File: config.mk
export PLATFORM = sky130hd
export DESIGN_NAME = seq_mul32_ctrl
export DESIGN_NICKNAME = d
export VERILOG_FILES = /design/src/rtl/seq_mul32_ctrl.sv
export SDC_FILE = /design/constraint.sdc
export NUM_CORES = 1
export LEC_CHECK = 0
export CAP_MARGIN = 0
export CORE_ASPECT_RATIO = 0.75
export CORE_UTILIZATION = 50
export DETAILED_ROUTE_END_ITERATION = 8
export PLACE_DENSITY = 0.77
export SETUP_SLACK_MARGIN = 0.5
export SYNTH_ARGS = -nofsm -noshare
export SYNTH_HDL_FRONTEND = slang
export SYNTH_SLANG_ARGS = --single-unit
File: constraint.sdc
create_clock -name clk -period 4.9 [get_ports clk]
set_input_delay 0.49 -clock clk [delete_from_list [all_inputs] [get_ports clk]]
set_output_delay 0.49 -clock clk [all_outputs]
set_load 0.005 [all_outputs]
File: src/rtl/seq_mul32_ctrl.sv
// Sequential 32x32->64 multiplier: one shared 32-bit adder/subtractor does operand negation,
// 32 shift-add steps and result negation, with a fixed 36-cycle start-to-done latency.

module adder_substractor32 (
  input  logic [31:0] a,
  input  logic [31:0] b,
  input  logic        m,
  output logic [31:0] s,
  output logic        c,
  output logic        v
);
  logic [31:0] b_eff;

  // m=1 computes a - b as a + ~b + 1
  assign b_eff  = b ^ {32{m}};
  assign {c, s} = {1'b0, a} + {1'b0, b_eff} + {32'b0, m};
  assign v      = (a[31] == b_eff[31]) && (s[31] != a[31]);
endmodule

module seq_mul32_ctrl (
  input  logic        clk,
  input  logic        rst_n,
  input  logic        start,
  input  logic        is_signed,
  input  logic [31:0] a,
  input  logic [31:0] b,
  output logic        busy,
  output logic        done,
  output logic [63:0] product
);
  typedef enum logic [2:0] {StIdle, StNegA, StNegB, StMul, StNegLo, StNegHi} state_e;

  state_e      state;
  logic [31:0] mcand;
  logic [31:0] p_hi;
  logic [31:0] p_lo;
  logic        neg_res;
  logic        sgn;
  logic        lo_zero;
  logic [4:0]  cnt;

  logic [31:0] add_a;
  logic [31:0] add_b;
  logic        add_m;
  logic [31:0] add_s;
  logic        add_c;
  logic        add_v_unused;

  always_comb begin
    add_a = '0;
    add_b = '0;
    add_m = 1'b0;
    case (state)
      StNegA:  begin add_b = mcand; add_m = 1'b1; end
      StNegB:  begin add_b = p_lo;  add_m = 1'b1; end
      StMul:   begin add_a = p_hi;  add_b = mcand; end
      StNegLo: begin add_b = p_lo;  add_m = 1'b1; end
      // ~p_hi when a borrow propagates out of the low word, -p_hi otherwise
      StNegHi: begin add_a = lo_zero ? 32'h0 : 32'hFFFF_FFFF; add_b = p_hi; add_m = 1'b1; end
      default: ;
    endcase
  end

  adder_substractor32 u_adder (
    .a (add_a),
    .b (add_b),
    .m (add_m),
    .s (add_s),
    .c (add_c),
    .v (add_v_unused)
  );

  always_ff @(posedge clk or negedge rst_n) begin
    if (!rst_n) begin
      state   <= StIdle;
      mcand   <= '0;
      p_hi    <= '0;
      p_lo    <= '0;
      neg_res <= 1'b0;
      sgn     <= 1'b0;
      lo_zero <= 1'b0;
      cnt     <= '0;
      busy    <= 1'b0;
      done    <= 1'b0;
      product <= '0;
    end else begin
      done <= 1'b0;
      case (state)
        StIdle: begin
          if (start) begin
            mcand   <= a;
            p_lo    <= b;
            p_hi    <= '0;
            neg_res <= is_signed & (a[31] ^ b[31]);
            sgn     <= is_signed;
            cnt     <= '0;
            busy    <= 1'b1;
            state   <= StNegA;
          end
        end
        StNegA: begin
          if (sgn && mcand[31]) mcand <= add_s;
          state <= StNegB;
        end
        StNegB: begin
          if (sgn && p_lo[31]) p_lo <= add_s;
          state <= StMul;
        end
        StMul: begin
          if (p_lo[0]) {p_hi, p_lo} <= {add_c, add_s, p_lo[31:1]};
          else         {p_hi, p_lo} <= {1'b0, p_hi, p_lo[31:1]};
          cnt <= cnt + 5'd1;
          if (cnt == 5'd31) state <= StNegLo;
        end
        StNegLo: begin
          if (neg_res) begin
            lo_zero <= (p_lo == 32'h0);
            p_lo    <= add_s;
          end
          state <= StNegHi;
        end
        StNegHi: begin
          if (neg_res) begin
            p_hi    <= add_s;
            product <= {add_s, p_lo};
          end else begin
            product <= {p_hi, p_lo};
          end
          done  <= 1'b1;
          busy  <= 1'b0;
          state <= StIdle;
        end
        default: state <= StIdle;
      endcase
    end
  end
endmodule
After elaboration in Yosys (flattened, before gate mapping). Cells that the tools add are included. Widths: inputs -> output; s select.

Flip-flop bits (word level): 173. Input bits: 68. Output and inout bits: 66. Logic and storage cells: 73.

$add $sub $neg: 3. Equality and inequality tests: 12. Muxes and demuxes: 24. Bitwise operators: 3. Reduce and logical (&&, ||, !) cells: 20.

Operators with widths (count): $mux 32 (9); $pmux 32 s3 (2); $pmux 32 s2 (2); $pmux 32 s4 (1); $mux 64 (1); $add 32x32->33 (1); $add 33x1->33 (1); $logic_not 32->1 (1); $xor 32x32->32 (1); $pmux 3 s5 (1); $ne 2x2->1 const B (6); $pmux 5 s2 (1); $reduce_and 2->1 (5); $eq 3x2->1 const B (2); $eq 3x3->1 const B (2); $mux 3 (2); $reduce_and 3->1 (2); $reduce_bool 2->1 (3); $add 5x1->5 const B (1); $eq 5x5->1 const B (1); $mux 5 (1); $reduce_and 4->1 (1); $reduce_bool 4->1 (1); $reduce_or 2->1 (2); 9 further kinds (12).

Depth between registers and ports, before layout.
Depth after elaboration: 8. Depth in mapped cells: 18. Gate-level depth less buffers: 14.

Hierarchy. A second synthesis with hierarchy kept.

Cell total of the unflattened synthesis: 1354. Area total of the unflattened synthesis: 11965.2 um^2.

Modules (own cells, without submodules): seq_mul32_ctrl (instances 1, cells an instance 1039, area an instance 9733.1 um^2, seq. area each 4329.2 um^2); adder_substractor32 (instances 1, cells an instance 315, area an instance 2232.1 um^2, seq. area each 0.0 um^2).

Worst setup path after synthesis. Ideal clock, no wire load.

Path type: reg-to-reg. Start point: register state[2]. End point: register p_hi[29]. Setup time: 0.131 ns. Arrival time: 4.376 ns. Data required time: 4.769 ns. Slack: 0.393 ns. Cell stages (with the launch flop): 19. Buffers on the path: 6. Clock period less this slack: 4.507 ns. Cell sequence: dfrtp_1 buf_2 buf_1 nand2b_1 nor2_1 clkbuf_1 buf_1 buf_1 a21o_1 ha_1 clkbuf_1 a21oi_2 o21ai_1 a221oi_2 a31oi_2 a2111oi_2 o21ai_1 and3_1 or3_1.

Cells in the longest elaborated chain, start to end: 8. Elaborated cells on any way between the ends: 22. Classes of those cells: add/sub (2); eq/ne (7); mux (6); bitwise (1); reduce/logical (6).

Ends and longest elaborated chain: start, declared (RTL line 33) `state_e state;`; start signal, assigned (RTL line 75) `state <= StIdle;`; start signal, assigned (RTL line 98) `state <= StNegA;`; start signal, assigned (RTL line 103) `state <= StNegB;`; $eq 3x3->1, or another cell as far along (RTL line 53) `case (state)`; $reduce_or 2->1 (no line) or $reduce_or 4->1 (tied branches); $pmux 32 s3 or $mux 1 (tied branches) (RTL line 53); $xor 32x32->32 (RTL line 15) `assign b_eff = b ^ {32{m}};`; $add 32x32->33 (RTL line 16) `assign {c, s} = {1'b0, a} + {1'b0, b_eff} + {32'b0, m};`; $add 33x1->33 (RTL line 16); $mux 32 (on tied branches) (RTL line 123, 110); $pmux 32 s3 (RTL line 88) `case (state)`; end signal, assigned (RTL line 110) `if (p_lo[0]) {p_hi, p_lo} <= {add_c, add_s, p_lo[31:1]};`; end signal, assigned (RTL line 111) `else {p_hi, p_lo} <= {1'b0, p_hi, p_lo[31:1]};`; end signal, assigned (RTL line 124) `p_hi <= add_s;`; end, declared (RTL line 35) `logic [31:0] p_hi;`.

Parallel ways exist; a longest one is shown, timed or not. The select of a mux whose other input is x is not followed. A chain may end at the register's enable or synchronous reset.

Final worst setup path.
Start point: register state[1]. End point: register product[58].

Cells in the longest elaborated chain, start to end: 7. Elaborated cells on any way between the ends: 15. Classes of those cells: add/sub (2); eq/ne (5); mux (4); bitwise (1); reduce/logical (3).

Ends and longest elaborated chain: $eq 3x3->1, or another cell as far along (RTL line 53); $reduce_or 2->1 (no line) or $reduce_or 4->1 (tied branches); $pmux 32 s3 or $mux 1 (tied branches) (RTL line 53); $xor 32x32->32 (RTL line 15); $add 32x32->33 (RTL line 16); $add 33x1->33 (RTL line 16); $mux 64 (RTL line 123) `if (neg_res) begin`; end signal, assigned (RTL line 125) `product <= {add_s, p_lo};`; end signal, assigned (RTL line 127) `product <= {p_hi, p_lo};`; end, declared (RTL line 29) `output logic [63:0] product`.

Parallel ways exist; a longest one is shown, timed or not.

==> results.txt <==
The async set-or-reset flop fraction in the synthesized netlist came out at 100%. The time the worst path needs with I/O delays and setup is ~4.2 ns. The average cell area after synthesis came out at 8.18 um^2. The H-tree was split into 4 levels. The number of buffers on the longest clock path came out at 2. The worst register-to-register path has a setup slack of approximately 0.66 ns.

The tree is rooted in a sky130_fd_sc_hd__clkbuf_16. The count of buffers inserted at the top-level ports is around 130. TritonCTS built the clock tree.

For this run, the number of Yosys warnings is 0. The startpoint of the worst setup timing path is state[1]. Synthesis inferred about 170 register bits. The final number of hold-violating endpoints is 0. Detailed routing inserted a total of 11600 vias. The largest clock skew in the final design came out at approximately 0.01 ns. The largest net degree at the start of global routing is 82. The category of the most critical setup path is reg2reg.

The endpoint arrival time on the critical path is roughly 4.6 ns. After detailed routing, the average wire length per cell comes to 22.1 um. The net count of the finished layout is about 1600. The largest single stage delay on the critical path is 0.59 ns. The synthesized netlist devotes ~28% of its cell area to compound gates. The actual transition at the worst max-transition pin is approximately 1.4 ns. In this run, the number of DRC markers left after iteration 0 of detailed routing was roughly 1400. The placed cell count came out at about 1800.

The mux contribution to synthesized area came out at under 10%. The aggregate negative setup slack is 0 ns. The synthesized netlist devotes 20.8% of its cell area to simple gates. The number of standard cells in the final layout excluding fillers came out at 1799. The residual antenna-violating net count after detailed routing came out at 0. The number of CTS-inserted buffers is 17. Summed over all instances, the cell type with the most area after synthesis is sky130_fd_sc_hd__dfrtp_1.

The fraction of post-synthesis cell area in the top cell type by area is 37.5%. The most common cell in the synthesized netlist is sky130_fd_sc_hd__nand2_1. The wire length of the first global-routing pass came out at ~61 mm. The dominant combinational cell family by area after synthesis is compound AO/OA/AOI/OAI gates.

The final hold slack came out at 0.0470 ns. The synthesized area came out at roughly 12000 um^2. The number of instances in the synthesized netlist came out at between 1000 and 1500. The routability-driven placement congestion ratio is a little under 1. The remaining design rule violation count is 0. After clock tree synthesis, the clock-pin slew on the worst setup and hold paths is 0.07 ns.

Of the total synthesized cell area, the portion taken by XOR and XNOR cells is under 10%. The source of the worst register-to-register timing path is state[1]. The final setup violation count came out at 0. The capturing element type of the critical path is a register. From synthesis to final layout, the design area changed by 20.8%. The number of unique standard cell types used by synthesis came out at 79.

The commonest cells after synthesis are sky130_fd_sc_hd__nand2_1 (236), sky130_fd_sc_hd__dfrtp_1 (173), sky130_fd_sc_hd__a21oi_1 (126), sky130_fd_sc_hd__nor2_1 (119), sky130_fd_sc_hd__clkbuf_1 (96). For this design, the sink count on the clock tree is approximately 170. The slowest stage of the critical path is the sky130_fd_sc_hd__dfrtp_4 cell.

The worst pin sits at a relative slew slack of ~7.6%. The final max-slew violation count is 0. The ratio of final minimum period to clock period came out at 86.6%. Of the total synthesized cell area, the portion taken by full adders, half adders and majority gates is about 3.8%.

After synthesis, the cell types taking the most area are sky130_fd_sc_hd__dfrtp_1 (38%), sky130_fd_sc_hd__nand2_1 (7.7%), sky130_fd_sc_hd__a21oi_1 (5.5%). The die footprint came out at between 20000 and 25000 um^2. Once the floorplan was initialized, standard cells occupied 51.6% of the core. The sequential fraction of the synthesis area is 37.5%. Yosys mapped a number of flops with a built-in enable equal to 0. around 130 I/O pins were placed. The initial antenna violation count was 0. Based on the critical path, the design can be clocked at up to around 240 MHz. The critical path data required time is between 5 and 6 ns. The HPWL after detailed placement is between 20 and 30 mm. The path type of the worst min-delay path is in2async.

The worst reg2reg path depth came out at 15. The standard cell core area is roughly 22000 um^2. The via count of the first global-routing pass is approximately 11000. The antenna cell count came out at 0. The vias per cell came out at around 6.4. The flow ran to the end, and the final reports show no timing, DRC or antenna violations. The number of placement rows came out at 47. The total congestion overflow is 0. Global routing used 34.0% of the available tracks. The flip-flop cell with the highest count after synthesis is sky130_fd_sc_hd__dfrtp_1. The net count after synthesis is roughly 1500. Together, buffers and inverters on the worst path number 2. Setup repair after global routing could not meet its margin everywhere. The number of max-cap violations came out at 0.

In this run the critical register-to-register path is captured at product[58]. Traced cell by cell, the critical path runs through nand2b_2 > or2_4 > nor2_4 > buf_4 > a21o_1 > inv_1 > fa_1 > nor2b_1 > o311ai_2 > a211o_2 > a31oi_4 > a2111oi_0 > nor3_1 > mux2_2 > o21ai_1. The maximum net fanout on the critical path is 19. After detailed routing, the total wire length is 39.8 mm. The height of the chip is 134 um. The first-pass iteration count of the detailed router is 9.

Measured along the x axis, the die boundary spans 177 um. Broken down by cell family, the worst path's largest delay share belongs to simple AND/OR/NAND/NOR gates. The clock insertion delay at the later pin of the skew report came out at approximately 0.46 ns. The share of layout cells above drive strength 1 came out at between 8 and 9%. The startpoint kind of the worst setup timing path is a register.
## cells by family (layout without fill, tap and decap cells)
group / after synthesis / count (layout)
adder cells (fa/ha/maj): 34 / 34
AND/OR/NAND/NOR: 527 / 527
multiplexers: 43 / 43
AO/OA/AOI/OAI: 478 / 478
XOR/XNOR: 25 / 25
flip-flops: 173 / 173
buffers and inverters: 129 / 225
## routing by layer
metal	vias up	GRT usage [%]	share of wire, %
met3	104	6.36	7.9
met2	625	53.0	46
li1	5296	-	-
met4	0	14.1	3.6
met5	-	0	0
met1	5575	46.5	43
## worst max-delay path by stage
stage / to / slack (ns) / cells past startpoint
2_1_floorplan: p_hi[29] / 0.53 / 17
3_3_place_gp: p_lo[28] / 0.31 / 14
3_5_place_dp: p_lo[28] / 0.25 / 14
4_1_cts: p_hi[29] / 0.51 / 12
5_1_grt: p_hi[29] / 0.46 / 14
6_report: product[58] / 0.66 / 15
## cells in the final DEF, fill, tap and decap left out, types with 40 or more instances in the layout
master                            instances
sky130_fd_sc_hd__a211oi_1                40
sky130_fd_sc_hd__a21o_1                  51
sky130_fd_sc_hd__a21oi_1                124
sky130_fd_sc_hd__buf_4                   40
sky130_fd_sc_hd__clkdlybuf4s50_1        132
sky130_fd_sc_hd__dfrtp_1                171
sky130_fd_sc_hd__nand2_1                236
sky130_fd_sc_hd__nor2_1                 115
sky130_fd_sc_hd__nor2b_1                 42
sky130_fd_sc_hd__o21ai_0                 82
## worst register-to-register path, cell delays in order, from the launching register on
cell and delay (ns):
sky130_fd_sc_hd__dfrtp_4 0.59, sky130_fd_sc_hd__nand2b_2 0.26, sky130_fd_sc_hd__or2_4 0.26, sky130_fd_sc_hd__nor2_4 0.13, sky130_fd_sc_hd__buf_4 0.12, sky130_fd_sc_hd__a21o_1 0.10
sky130_fd_sc_hd__inv_1 0.06, sky130_fd_sc_hd__fa_1 0.46, sky130_fd_sc_hd__nor2b_1 0.22, sky130_fd_sc_hd__o311ai_2 0.14, sky130_fd_sc_hd__a211o_2 0.40, sky130_fd_sc_hd__a31oi_4 0.30
sky130_fd_sc_hd__a2111oi_0 0.15, sky130_fd_sc_hd__nor3_1 0.58, sky130_fd_sc_hd__mux2_2 0.28, sky130_fd_sc_hd__o21ai_1 0.05
## per-stage QoR
stage               util, %  instance area, um^2  worst slack [ns]
finish                 62.3                13900             0.658
global route           62.3                13900             0.460
global placement       58.7                13100             0.306
detailed placement     58.7                13100             0.245
CTS                    61.7                13800             0.508
floorplan                 -                11500             0.533
## sequential cells by signal, indices dropped and copies added, names as in the netlist
signal,cells
state,3
cnt,5
product,64
neg_res,1
p_lo,32
busy,1
sgn,1
lo_zero,1
done,1
mcand,32
p_hi,32
## repair_timing
item	CTS	global route
buffers inserted	3	8
setup endpoints to repair	25	46
pin swaps	1	4
gates resized for setup	5	18
hold buffers	0	0
## area by class of cell
type	count	area, um^2
clock buffer	19	443
tap	294	368
multi-input combinational	1107	6860
clock inverter	13	165
timing repair buffer	177	1700
sequential	173	4340
fill	1973	8420
inverter	16	60.1
Power is not shown: default switching activity piles up to over one toggle a cycle in this logic, so the estimate is an artifact.
